**src/rtl/sdr_16_dq_path_pkg.sv**
```systemverilog
// sdr_16_dq_path_pkg: CAS-latency encodings, beat ordering and data types shared by the DQ path and the FSM
package sdr_16_dq_path_pkg;

    // CL field values the FSM programs via LMR; the capture delay line must match one of these
    localparam int CL_ENC_2 = 2;
    localparam int CL_ENC_3 = 3;

    // The upper half-word is always the first beat of a burst
    localparam bit BEAT_UPPER_FIRST = 1'b1;

    typedef logic [15:0] beat_t;
    typedef logic [31:0] word_t;

    // Selects the half-word for a beat phase; phase 0 is the first beat
    function automatic beat_t sel_beat(input word_t w, input logic phase);
        return (phase == BEAT_UPPER_FIRST) ? w[15:0] : w[31:16];
    endfunction

endpackage

```
**src/rtl/sdr_16_dq_path_rd_capture.sv**
```systemverilog
// sdr_16_rd_capture: CL delay line, DQ input register, beat packing, in-flight counter and overflow flag
module sdr_16_rd_capture
    import sdr_16_dq_path_pkg::*;
#(
    parameter int CL     = 2,
    parameter int PEND_W = 3
) (
    input  logic       sdram_clk,
    input  logic       sdram_rst,
    input  logic       cmd_read,
    input  beat_t      dq_i,
    input  logic       fifo_full,
    output word_t      rd_data,
    output logic       sdram_fifo_wr,
    output logic       rd_pending,
    output logic       overflow,
    output logic [1:0] beat_v_o
);

    // dly_q[0] is cmd_read one cycle late; v0/v1 line up with din_q holding the first/second beat
    logic [CL+1:0]     dly_q;
    beat_t             din_q;
    beat_t             hi_q;
    logic [PEND_W-1:0] pend_q;
    logic [PEND_W-1:0] pend_d;
    logic              ovf_q;
    logic              v0;
    logic              v1;

    assign v0 = dly_q[CL];
    assign v1 = dly_q[CL+1];

    // Saturating in-flight count: +1 per READ issued, -1 per word delivered
    always_comb begin
        pend_d = (cmd_read && !v1 && !(&pend_q)) ? pend_q + 1'b1 :
                 (v1 && !cmd_read && (|pend_q))  ? pend_q - 1'b1 : pend_q;
    end

    // Delay line, input register, first-beat hold and sticky overflow
    always_ff @(posedge sdram_clk) begin
        if (sdram_rst) begin
            dly_q  <= '0;
            din_q  <= '0;
            hi_q   <= '0;
            pend_q <= '0;
            ovf_q  <= 1'b0;
        end else begin
            dly_q  <= {dly_q[CL:0], cmd_read};
            din_q  <= dq_i;
            hi_q   <= v0 ? din_q : hi_q;
            pend_q <= pend_d;
            ovf_q  <= ovf_q | (v1 & fifo_full);
        end
    end

    // The FSM never issues READs in adjacent cycles; bursts would overlap in the delay line
    always_ff @(posedge sdram_clk) begin
        if (!sdram_rst) assert (!(cmd_read && dly_q[0]));
    end

    // The second beat is still in din_q when v1 is high, so the word completes without an extra stage
    assign rd_data       = {hi_q, din_q};
    assign sdram_fifo_wr = v1;
    assign rd_pending    = |pend_q;
    assign overflow      = ovf_q;
    assign beat_v_o      = {v1, v0};

endmodule

```
**src/rtl/sdr_16_dq_path.sv**
```systemverilog
// sdr_16_dq_path: registered write beats onto DQ plus the read capture stage toward the ingress FIFO
module sdr_16_dq_path
    import sdr_16_dq_path_pkg::*;
#(
    parameter int CL     = 2,
    parameter int PEND_W = 3
) (
    input  logic        sdram_clk,
    input  logic        sdram_rst,
    input  logic        cmd_read,
    input  logic        count0,
    input  logic        wr_active,
    input  logic [31:0] wr_data,
    input  logic [15:0] dq_i,
    output logic [15:0] dq_o,
    output logic        dq_oe_o,
    output logic [31:0] rd_data,
    output logic        sdram_fifo_wr,
    input  logic        fifo_full,
    output logic        rd_pending,
    output logic        overflow
);

    if (CL != CL_ENC_2 && CL != CL_ENC_3) begin : g_bad_cl
        $error("sdr_16_dq_path: CL must be 2 or 3");
    end

    beat_t      dq_q;
    logic       oe_q;
    logic [1:0] beat_v;

    // Write beats are registered so they meet the FSM's registered command/DQM on the pins
    always_ff @(posedge sdram_clk) begin
        if (sdram_rst) begin
            dq_q <= '0;
            oe_q <= 1'b0;
        end else begin
            dq_q <= wr_active ? sel_beat(wr_data, count0) : '0;
            oe_q <= wr_active;
        end
    end

    // Turnaround belongs to the FSM; driving DQ while read beats are landing is a bus fight
    always_ff @(posedge sdram_clk) begin
        if (!sdram_rst) assert (!(oe_q && (|beat_v)));
    end

    assign dq_o    = dq_q;
    assign dq_oe_o = oe_q;

    sdr_16_rd_capture #(
        .CL     (CL),
        .PEND_W (PEND_W)
    ) u_rd_capture (
        .sdram_clk     (sdram_clk),
        .sdram_rst     (sdram_rst),
        .cmd_read      (cmd_read),
        .dq_i          (dq_i),
        .fifo_full     (fifo_full),
        .rd_data       (rd_data),
        .sdram_fifo_wr (sdram_fifo_wr),
        .rd_pending    (rd_pending),
        .overflow      (overflow),
        .beat_v_o      (beat_v)
    );

endmodule

```
**config.mk**
```make
export PLATFORM = sky130hd
export DESIGN_NAME = sdr_16_dq_path
export DESIGN_NICKNAME = d
export VERILOG_FILES = /design/src/rtl/sdr_16_dq_path_pkg.sv /design/src/rtl/sdr_16_dq_path_rd_capture.sv /design/src/rtl/sdr_16_dq_path.sv
export SDC_FILE = /design/constraint.sdc
export NUM_CORES = 1
export LEC_CHECK = 0
export CORE_AREA = 3 3 67 69
export CTS_CLUSTER_DIAMETER = 200
export CTS_CLUSTER_SIZE = 14
export DETAILED_ROUTE_END_ITERATION = 8
export DIE_AREA = 0 0 70 72
export DONT_BUFFER_PORTS = 1
export SYNTH_ARGS = -nofsm -noshare
export SYNTH_HDL_FRONTEND = slang
export SYNTH_SLANG_ARGS = --single-unit
```
**constraint.sdc**
```tcl
create_clock -name sdram_clk -period 3.48 [get_ports sdram_clk]
set_input_delay 0.696 -clock sdram_clk [delete_from_list [all_inputs] [get_ports sdram_clk]]
set_output_delay 0.696 -clock sdram_clk [all_outputs]
set_load 0.005 [all_outputs]
```
# Word-level counts from Yosys, hierarchy flattened
# Index checks and enable logic that the tools add are counted.
# op_classes
add_sub_neg	2
muxes	3
n_bitwise	3
n_reduce_logical	11
# op_table
op	n
16-bit two-way mux	1
3-bit two-way mux	2
1-bit logical AND	4
3-bit by 1-bit adder with 3-bit output, second input constant	1
1-bit logical NOT	3
3-bit AND reduction	1
3-bit OR reduction	1
3-bit by 1-bit subtractor with 3-bit output, second input constant	1
2-bit nonzero test	1
2-bit OR reduction	1
1-bit AND	1
1-bit inverter	1
1-bit bitwise OR	1
# word_totals
ff_bits	57
in_bits	54
output_inout_bits	52
word_cells	26

# Logic depth before layout (Yosys ltp)
# Gate-level depths: netlist of the first run.
# logic_depth
word_depth	5
mapped_depth	8
ltp_nobuf	7

# Cells and area by module
# Synthesis of the first run repeated with hierarchy kept, for this count alone.
# unflattened
cells_unflattened	184
hier_area_um2	1986.9
# modules_own_cells
mod	n_inst	cells_each	area_each_um2	seq_area_each_um2
sdr_16_rd_capture	1	129	1368.8	800.8
sdr_16_dq_path	1	55	618.1	340.3

# Least setup slack after synthesis of the first run
# Ideal clock, no wire load.
# synth_path
kind	input to register
from	input cmd_read
to	register u_rd_capture.pend_q[2]
setup_ps	103
arrival_time_ps	1949
required_ps	3377
path_slack_ps	1427
path_stages	6
path_cell_list	and2b_4 nand2_1 fa_1 and3b_1 a21o_1 a2111oi_2
# synth_between
elab_chain_len	4
word_cells_on_any_way	7
classes_between	1 x mux; 6 x reduce/logical
# synth_rtl
item	line	source
start: declaration	sdr_16_dq_path.sv:10	input logic cmd_read,
1-bit logical NOT	sdr_16_dq_path_rd_capture.sv:36	(v1 && !cmd_read && (|pend_q)) ? pend_q - 1'b1 : pend_q;
1-bit logical AND (2 in series)	sdr_16_dq_path_rd_capture.sv:36	
2-bit nonzero test (no source line)	n/a	
end signal: assignment	sdr_16_dq_path_rd_capture.sv:51	pend_q <= pend_d;
end: declaration	sdr_16_dq_path_rd_capture.sv:24	logic [PEND_W-1:0] pend_q;
# Parallel ways exist; a longest one is shown, timed or not.
# A chain may end at the register's enable or synchronous reset.

# Final worst setup path of the first run
# layout_path
from	register u_rd_capture.dly_q[3]
to	register u_rd_capture.pend_q[2]
# layout_between
elab_chain_len	4
word_cells_on_any_way	7
classes_between	1 x mux; 6 x reduce/logical
# layout_rtl
item	line	source
start: declaration	sdr_16_dq_path_rd_capture.sv:21	logic [CL+1:0] dly_q;
start signal: assignment	sdr_16_dq_path_rd_capture.sv:48	dly_q <= {dly_q[CL:0], cmd_read};
1-bit logical NOT	sdr_16_dq_path_rd_capture.sv:35	pend_d = (cmd_read && !v1 && !(&pend_q)) ? pend_q + 1'b1 :
1-bit logical AND (2 in series)	sdr_16_dq_path_rd_capture.sv:35	
3-bit two-way mux or 2-bit nonzero test (tied branches)	n/a	
# Parallel ways exist; a longest one is shown, timed or not.

==> results.py, run 1 <==
metrics = {
    "placement": {
        "dp_hpwl_mm": 2.80,
        "dp.cells": 225,
        "numPortBuffers": 0,
        "gp_congestion": 0.874,
        "dpl_cell_area_um2": 1980,
    },
    "global_route": {
        "grt_max_degree": 42,
        "antenna_found_initial": 0,
        "grt_usage_pct": 16.1,
        "overflow": 0,
        "grt_pass1_wl_mm": 6.11,
        "grt_pass1_vias": 1290,
    },
    "cells_and_area": {
        "mostFrequentLayoutCells": "dfxtp_1, nor2_1, mux2i_1",
        "fin_area_um2": 2150,
        "syn_to_final_growth_pct": 9.28,
        "finalNetCount": 241,
        "drive_gt1_share_pct": 8.38,
        "layout_commonest_cell": "dfxtp_1",
        "antennaDiodeCount": 0,
        "finalNonFillerCells": 241,
    },
    "timing": {
        "rsz0062_at_grt": "no",
        "worst_slew_pin_slew_ns": 0.962,
        "layout_worst_path_cycle_share_pct": 56.3,
        "fin_crit_ns": 1.96,
        "skew_ns": 0.00354,
        "hold_violations": 0,
        "maxSlewHeadroom_pct": 35.8,
        "setup_tns_ns": 0,
        "drv_slew": 0,
        "max_freq_mhz": 511,
        "setup_viol": 0,
    },
    "drt": {
        "drc": 0,
        "routed_wl_mm": 3.82,
        "vias_per_cell": 5.19,
        "wl_per_cell_um": 15.8,
        "dr.pass1.iters": 4,
        "via_count": 1251,
        "ant_nets": 0,
        "drt_iter0_drc": 48,
    },
    "worst_setup_path": {
        "crit_slowest_cell": "dfxtp_1",
        "r2r_cells": 6,
        "cp.arrival_ns": 2.18,
        "crit_buf_inv": 0,
        "path_depth": 6,
        "crit_fanout": 7,
        "required_ns": 3.70,
        "critPathCaptureType": "flop",
        "critPathKind": "reg2reg",
        "cp_cell_sequence": "and2b_4 -> nand2_1 -> fa_1 -> and3b_1 -> a21o_1 -> a2111oi_2",
        "path_delay_family": "simple AND/OR/NAND/NOR gates",
        "start_kind": "flop",
        "critPathMaxStageDelay_ns": 0.38,
    },
    "synth": {
        "synth.avg_cell_area_um2": 10.6,
        "synth_nets": 241,
        "ys_types": 23,
        "yosysWarnings": 0,
        "netlist_area_um2": 1970,
        "ys_ff_latch": 57,
        "ys_seq_area_share_pct": 58.0,
        "netlist_instances": 186,
    },
    "cts": {
        "cts.sinks": 57,
        "clock_latency_ns": 0.32,
        "cts_tree": "built",
        "cts_root_buf": "clkbuf_8",
        "clk_pin_slew_worst_paths_ns": 0.06,
        "post_cts_resized": 0,
        "h-tree-depth": 3,
        "post_cts_buffers": 0,
        "numCtsBuffers": 9,
        "cts_hold_buf": 0,
        "clockBufferDepth": 2,
    },
    "min_path": {
        "min_path_type": "reg2reg",
        "min_path_cells": 1,
    },
    "die": {
        "die_h_um": 72,
        "core_region_area_um2": 3970,
        "initial_core_util_pct": 49.6,
        "dieArea_um2": 5040,
        "io_pins": 106,
        "rows": 23,
        "die_x_um": 70,
    },
    "status": {
        "status": "complete, no violations",
    },
    "run": {
        "drv_cap": 0,
    },
    "power_and_ir_drop": {
        "ir_drop_v": 0.000344,
        "power.total_mw": 1.28,
        "power.leakage_nw": 0.873,
        "power_density_nw_per_um2": 596,
    },
}
[kinds of logic after synthesis]
family	Yosys count	share of synthesized area, %
AO/OA/AOI/OAI	12	4.13
adder cells (fa/ha/maj)	1	1.02
buffers and inverters	14	3.31
flip-flops	57	58.0
multiplexers	32	16.3
AND/OR/NAND/NOR	70	17.3
[stage by stage]
stage | hold WS [ns] | utilization [%] | worst slack [ns]
floorplan | 0.414 | - | 1.43
global placement | 0.422 | 49.8 | 1.41
detailed placement | 0.425 | 49.8 | 1.36
CTS | 0.420 | 54.2 | 1.53
global route | 0.416 | 54.2 | 1.47
finish | 0.439 | 54.2 | 1.52
[area by class of cell]
type	instances	area [um^2]
Fill cell	353	1820
Sequential cell	57	1140
Multi-Input combinational cell	115	762
Clock buffer	13	159
Tap cell	50	62.6
Clock inverter	3	15.0
Inverter	3	11.3
[registers in the layout (all words and copies together), names as in the netlist]
register,count
dq_o,16
u_rd_capture.din_q,16
u_rd_capture.hi_q,16
u_rd_capture.dly_q,4
u_rd_capture.pend_q,3
dq_oe_o,1
u_rd_capture.overflow,1
[worst paths after layout]
kind                               startpoint                             endpoint  slack [ns]
max          u_rd_capture.dly_q[3]$_SDFF_PP0_  u_rd_capture.pend_q[2]$_SDFFE_PP0P_        1.52
min          u_rd_capture.dly_q[1]$_SDFF_PP0_     u_rd_capture.dly_q[2]$_SDFF_PP0_        0.44
max reg2reg  u_rd_capture.dly_q[3]$_SDFF_PP0_  u_rd_capture.pend_q[2]$_SDFFE_PP0P_        1.52
min reg2reg  u_rd_capture.dly_q[1]$_SDFF_PP0_     u_rd_capture.dly_q[2]$_SDFF_PP0_        0.44
[metal layers]
metal	wire (um)	part of all wire (%)	up-vias	track usage [%]
met5	0	0	-	0
met4	76	2.0	0	12.1
met3	354	9.3	8	6.93
met2	1980	52	66	26.5
met1	1410	37	567	16.2
li1	-	-	610	-
[synth_stat cells (all sizes together)]
library cell  instances  area [um^2]
nor2b                21          131
inv                   3         11.3
nor2                 36          135
o21ai                 3         15.0
or3                   2         12.5
nor3                  1         5.00
nand2b                2         12.5
and2b                 1         10.0
mux2i                32          320
clkbuf                5         18.8
buf                   6         35.0
nand2                 4         15.0
a22oi                 1         7.51
a2111oi               1         15.0
a21o                  1         7.51
dfxtp                57         1140
a211o                 1         8.76
nand3                 2         10.0
fa                    1         20.0
a211oi                1         7.51
a21oi                 4         20.0
and3b                 1         8.76
[where the power goes]
group	leakage, nW	total, mW	internal, mW	switching [mW]
Sequential	0.468	0.703	0.679	0.0234
Clock	0.0932	0.523	0.294	0.230
Combinational	0.312	0.0568	0.0326	0.0242
(Power assumes the default switching activity.)
==> run 2: changes to the inputs <==
--- a/config.mk
+++ b/config.mk
@@ -11,6 +11,7 @@
 export DETAILED_ROUTE_END_ITERATION = 8
 export DIE_AREA = 0 0 70 72
 export DONT_BUFFER_PORTS = 1
+export PLACE_DENSITY = 0.66
 export SYNTH_ARGS = -nofsm -noshare
 export SYNTH_HDL_FRONTEND = slang
 export SYNTH_SLANG_ARGS = --single-unit
==> constraint.sdc (replaced) <==
create_clock -name sdram_clk -period 1.65 [get_ports sdram_clk]
set_input_delay 0.33 -clock sdram_clk [delete_from_list [all_inputs] [get_ports sdram_clk]]
set_output_delay 0.33 -clock sdram_clk [all_outputs]
set_load 0.005 [all_outputs]
==> results.py, run 2 (same netlist as run 1, synthesis figures left out) <==
metrics = {
    "worst_setup_path": {
        "cp.arrival_ns": 1.91,
        "crit_slowest_cell": "fa_2",
        "cp_cell_sequence": "and2b_4 -> nand2_2 -> fa_2 -> and3b_1 -> a21o_1 -> a2111oi_2",
        "critPathCaptureType": "flop",
        "crit_fanout": 3,
        "critPathMaxStageDelay_ns": 0.34,
        "crit_buf_inv": 0,
        "path_delay_family": "simple AND/OR/NAND/NOR gates",
        "start_kind": "flop",
        "critPathKind": "reg2reg",
        "required_ns": 1.87,
    },
    "power_and_ir_drop": {
        "ir_drop_v": 0.000692,
        "switching_power_mw": 0.593,
        "seqPwrFrac_pct": 51.2,
        "clkPwrFrac_pct": 43.7,
        "intPower_mw": 2.28,
        "p_sw_share_pct": 20.6,
        "power.total_mw": 2.87,
        "power_density_nw_per_um2": 1280,
        "power.leakage_nw": 0.922,
        "p_comb_share_pct": 5.1,
    },
    "placement": {
        "dpl_cell_area_um2": 2040,
        "dp_hpwl_mm": 2.86,
        "dp.cells": 231,
        "gp_congestion": 0.838,
        "numPortBuffers": 0,
    },
    "run": {
        "drv_cap": 0,
    },
    "cts": {
        "h-tree-depth": 3,
        "cts_hold_buf": 0,
        "cts_tree": "built",
        "clock_latency_ns": 0.32,
        "numCtsBuffers": 9,
        "clk_pin_slew_worst_paths_ns": 0.06,
        "cts_root_buf": "clkbuf_8",
        "clockBufferDepth": 2,
        "cts.sinks": 57,
    },
    "drt": {
        "wl_per_cell_um": 15.8,
        "ant_nets": 0,
        "via_count": 1265,
        "drt_iter0_drc": 54,
        "drc": 0,
        "dr.pass1.iters": 4,
        "vias_per_cell": 5.12,
        "routed_wl_mm": 3.91,
    },
    "die": {
        "die_h_um": 72,
        "io_pins": 106,
        "dieArea_um2": 5040,
        "initial_core_util_pct": 49.6,
        "die_x_um": 70,
        "rows": 23,
        "core_region_area_um2": 3970,
    },
    "timing": {
        "fin_crit_ns": 1.69,
        "drv_slew": 0,
        "layout_worst_path_cycle_share_pct": 103,
        "skew_ns": 0.00633,
        "hold_violations": 0,
        "maxSlewHeadroom_pct": 60.3,
        "setup_viol": 1,
        "max_freq_mhz": 591,
        "setup_slack_ns": -0.0428,
        "rsz0062_at_grt": "yes",
        "worst_slew_pin_slew_ns": 0.595,
    },
    "cells_and_area": {
        "antennaDiodeCount": 0,
        "nFillCells": 350,
        "drive_gt1_share_pct": 13.7,
        "final_util_pct": 56.6,
        "syn_to_final_growth_pct": 14.2,
        "finalNetCount": 248,
        "finalNonFillerCells": 247,
        "mostFrequentLayoutCells": "dfxtp_1, nor2_1, mux2i_1",
        "fin_area_um2": 2250,
        "layout_commonest_cell": "dfxtp_1",
    },
    "global_route": {
        "grt_max_degree": 42,
        "overflow": 0,
        "grt_pass1_wl_mm": 6.02,
        "antenna_found_initial": 0,
        "grt_usage_pct": 15.6,
        "grt_pass1_vias": 1244,
    },
    "status": {
        "status": "complete, but fails checks",
        "violations": "negative setup slack",
    },
    "min_path": {
        "min_path_type": "in2reg",
    },
}
-- run 2: path summary, 6_finish.rpt --
kind                                          from                                  end  slack (ns)  cells after the start
setup / recovery  u_rd_capture.dly_q[3]$_SDFF_PP0_  u_rd_capture.pend_q[2]$_SDFFE_PP0P_       -0.04                      6
hold / removal                           sdram_rst     u_rd_capture.din_q[7]$_SDFF_PP0_        0.08                      1
setup reg to reg  u_rd_capture.dly_q[3]$_SDFF_PP0_  u_rd_capture.pend_q[2]$_SDFFE_PP0P_       -0.04                      6
hold reg to reg   u_rd_capture.dly_q[1]$_SDFF_PP0_     u_rd_capture.dly_q[2]$_SDFF_PP0_        0.44                      1
-- run 2: repair_timing --
item	CTS	global route
setup buffers	1	0
pin swaps	2	0
gates resized for setup	0	1
endpoints found under the setup margin	1	1
-- run 2: power groups by stage --
stage	clock network, mW	registers [mW]	logic, mW
after floorplan	0	1.49	0.135
after global placement	0	1.50	0.135
after detailed placement	0	1.50	0.146
after CTS	1.30	1.47	0.148
after global routing	1.36	1.48	0.164
final	1.26	1.47	0.148
-- run 2: metrics by stage --
step	worst slack [ns]	hold slack (ns)	TNS, ns
2_1_floorplan	-0.0586	0.414	-0.0586
3_3_place_gp	-0.0141	0.404	-0.0141
3_5_place_dp	-0.0744	0.402	-0.0744
4_1_cts	-0.0440	0.0487	-0.0440
5_1_grt	-0.0794	0.0439	-0.0794
6_report	-0.0428	0.0789	-0.0428
-- run 2: area by class of cell --
type	instances	area [um^2]	share of cell area, %
flip-flops and latches	57	1140	50.8
multi-input cells	115	772	34.3
clock buffers	12	155	6.90
repair buffers	7	65.1	2.89
well taps	50	62.6	2.78
clock inverters	3	40.0	1.78
inverters	3	11.3	0.501
-- run 2: worst reg2reg max path: cells and delay by family (launching register included) --
| family | cells | cell delay, ns |
|---|---|---|
| AND/OR/NAND/NOR | 3 | 0.49 |
| AO/OA/AOI/OAI | 2 | 0.45 |
| adder cells (fa/ha/maj) | 1 | 0.34 |
| flip-flops | 1 | 0.32 |
-- run 2: layer usage --
| metal | wire length [um] | vias up | share of wire [%] | GRT usage (%) |
|---|---|---|---|---|
| met1 | 1450 | 576 | 37 | 16.4 |
| met4 | 48 | 0 | 1.2 | 9.15 |
| met2 | 2030 | 63 | 52 | 24.9 |
| met3 | 380 | 6 | 9.7 | 8.45 |
| li1 | - | 620 | - | - |
| met5 | 0 | - | 0 | 0 |
==> run 3: changes to the inputs <==
--- a/config.mk
+++ b/config.mk
@@ -5,13 +5,13 @@
 export SDC_FILE = /design/constraint.sdc
 export NUM_CORES = 1
 export LEC_CHECK = 0
-export CORE_AREA = 3 3 67 69
+export CORE_AREA = 3 3 65 67
 export CTS_CLUSTER_DIAMETER = 200
 export CTS_CLUSTER_SIZE = 14
 export DETAILED_ROUTE_END_ITERATION = 8
-export DIE_AREA = 0 0 70 72
+export DIE_AREA = 0 0 68 70
 export DONT_BUFFER_PORTS = 1
-export PLACE_DENSITY = 0.66
+export PLACE_DENSITY = 0.7
 export SYNTH_ARGS = -nofsm -noshare
 export SYNTH_HDL_FRONTEND = slang
 export SYNTH_SLANG_ARGS = --single-unit
==> results.py, run 3 (same netlist as run 1, synthesis figures left out) <==
metrics = {
    "status": {
        "status": "complete, but fails checks",
        "violations": "negative setup slack",
    },
    "worst_setup_path": {
        "start_kind": "flop",
        "cp.arrival_ns": 1.97,
        "r2r_slack_ns": -0.11,
        "r2r-start": "u_rd_capture.dly_q[3]$_SDFF_PP0_",
        "required_ns": 1.87,
        "r2r_cells": 6,
        "crit_fanout": 3,
        "critPathKind": "reg2reg",
        "critPathCaptureType": "flop",
        "regToRegEndpoint": "u_rd_capture.pend_q[2]$_SDFFE_PP0P_",
    },
    "global_route": {
        "overflow": 0,
        "grt_pass1_wl_mm": 6.19,
        "grt_pass1_vias": 1368,
        "antenna_found_initial": 0,
        "grt_usage_pct": 18.3,
        "grt_max_degree": 42,
    },
    "run": {
        "drv_cap": 0,
    },
    "min_path": {
        "min_path_cells": 1,
        "hold_start": "sdram_rst",
        "hold_end": "u_rd_capture.hi_q[6]$_SDFFE_PP0P_",
        "min_path_type": "in2reg",
    },
    "cts": {
        "cts_hold_buf": 0,
        "cts.sinks": 57,
        "numCtsBuffers": 9,
        "clk_pin_slew_worst_paths_ns": 0.06,
        "cts_tree": "built",
        "cts_root_buf": "clkbuf_8",
        "clockBufferDepth": 2,
        "clock_latency_ns": 0.32,
        "h-tree-depth": 3,
    },
    "power_and_ir_drop": {
        "clkPwrFrac_pct": 43.5,
        "ir_drop_v": 0.000701,
        "switching_power_mw": 0.587,
        "p_sw_share_pct": 20.5,
        "intPower_mw": 2.28,
        "power.leakage_nw": 0.918,
        "seqPwrFrac_pct": 51.4,
        "p_comb_share_pct": 5.1,
        "power.total_mw": 2.87,
        "power_density_nw_per_um2": 1280,
    },
    "cells_and_area": {
        "nFillCells": 311,
        "finalNetCount": 248,
        "regArea_um2": 1140,
        "multiInputGateArea_um2": 773,
        "syn_to_final_growth_pct": 13.6,
        "drive_gt1_share_pct": 14.7,
        "layout_commonest_cell": "dfxtp_1",
        "final_util_pct": 60.6,
        "fin_area_um2": 2240,
        "antennaDiodeCount": 0,
        "mostFrequentLayoutCells": "dfxtp_1, nor2_1, mux2i_1",
    },
    "die": {
        "dieArea_um2": 4760,
        "initial_core_util_pct": 53.4,
        "io_pins": 106,
        "die_x_um": 68,
        "rows": 22,
        "core_region_area_um2": 3690,
        "die_h_um": 70,
    },
    "timing": {
        "fin_crit_ns": 1.76,
        "rsz0062_at_grt": "yes",
        "hold_violations": 0,
        "setup_viol": 1,
        "maxSlewHeadroom_pct": 61.5,
        "drv_slew": 0,
        "max_freq_mhz": 570,
        "setup_tns_ns": -0.105,
        "layout_worst_path_cycle_share_pct": 106,
        "setup_slack_ns": -0.105,
        "hold-worst-slack_ns": 0.0681,
        "skew_ns": 0.00478,
        "worst_slew_pin_slew_ns": 0.578,
    },
    "drt": {
        "wl_per_cell_um": 16.5,
        "top_layer_used": "met4",
        "via_count": 1308,
        "dr.pass1.iters": 4,
        "drt_iter0_drc": 40,
        "ant_nets": 0,
        "drc": 0,
        "routed_wl_mm": 4.04,
        "wl_met3_um": 529,
        "met1Wirelength_mm": 1.33,
        "met2_length_mm": 2.10,
        "vias_per_cell": 5.34,
    },
    "placement": {
        "numPortBuffers": 0,
        "dpl_cell_area_um2": 2030,
        "gp_congestion": 0.736,
        "dp_hpwl_mm": 2.97,
    },
}
==> run 3: metrics by stage <==
step / setup slack [ns] / std cells
2_1_floorplan: -0.0586 / 186
3_3_place_gp: -0.00913 / 230
5_1_grt: -0.164 / 245
4_1_cts: -0.107 / 245
6_report: -0.105 / 245
3_5_place_dp: -0.0983 / 230
==> run 3: how the worst max path moves through the flow <==
| stage | start | end | slack (ns) | cells past startpoint |
|---|---|---|---|---|
| 2_1_floorplan | u_rd_capture.dly_q[3]$_SDFF_PP0_ | u_rd_capture.pend_q[2]$_SDFFE_PP0P_ | -0.06 | 6 |
| 3_3_place_gp | u_rd_capture.dly_q[3]$_SDFF_PP0_ | u_rd_capture.pend_q[2]$_SDFFE_PP0P_ | -0.009 | 6 |
| 3_5_place_dp | u_rd_capture.dly_q[3]$_SDFF_PP0_ | u_rd_capture.pend_q[2]$_SDFFE_PP0P_ | -0.1 | 6 |
| 4_1_cts | u_rd_capture.dly_q[3]$_SDFF_PP0_ | u_rd_capture.pend_q[2]$_SDFFE_PP0P_ | -0.11 | 6 |
| 5_1_grt | u_rd_capture.dly_q[3]$_SDFF_PP0_ | u_rd_capture.pend_q[2]$_SDFFE_PP0P_ | -0.16 | 6 |
| 6_report | u_rd_capture.dly_q[3]$_SDFF_PP0_ | u_rd_capture.pend_q[2]$_SDFFE_PP0P_ | -0.11 | 6 |
==> run 3: worst max-delay path: stages, from the launching register on <==
cell and delay (ns):
dfxtp_2 0.31, and2b_4 0.24, nand2_2 0.05, fa_2 0.34
and3b_2 0.23, a21o_1 0.20, a2111oi_2 0.28
==> run 3: metal layers <==
metal  up-vias  global-route usage, %
li1        619                      -
met1       600                   15.5
met2        83                   31.0
met3         6                   12.4
met4         0                   9.27
met5         -                      0
==> run 3: power groups by stage <==
stage | logic (mW) | clock network [mW] | registers (mW)
floorplan | 0.135 | 0 | 1.49
global placement | 0.133 | 0 | 1.50
detailed placement | 0.145 | 0 | 1.50
CTS | 0.146 | 1.29 | 1.47
global route | 0.164 | 1.36 | 1.48
finish | 0.147 | 1.25 | 1.47
==> run 3: timing repair <==
item / 4_1_cts / 5_1_grt
setup endpoints to repair: 1 / 2
gates cloned: 0 / 0
gates resized for setup: 1 / 2
pin swaps: 3 / 0
buffers inserted: 0 / 0
==> run 3: area by class of cell <==
type | count | share of cell area, %
clock buffer | 12 | 6.94
tap | 48 | 2.69
clock inverter | 3 | 1.79
sequential | 57 | 51.1
multi-input combinational | 115 | 34.6
timing repair buffer | 7 | 2.35
inverter | 3 | 0.504
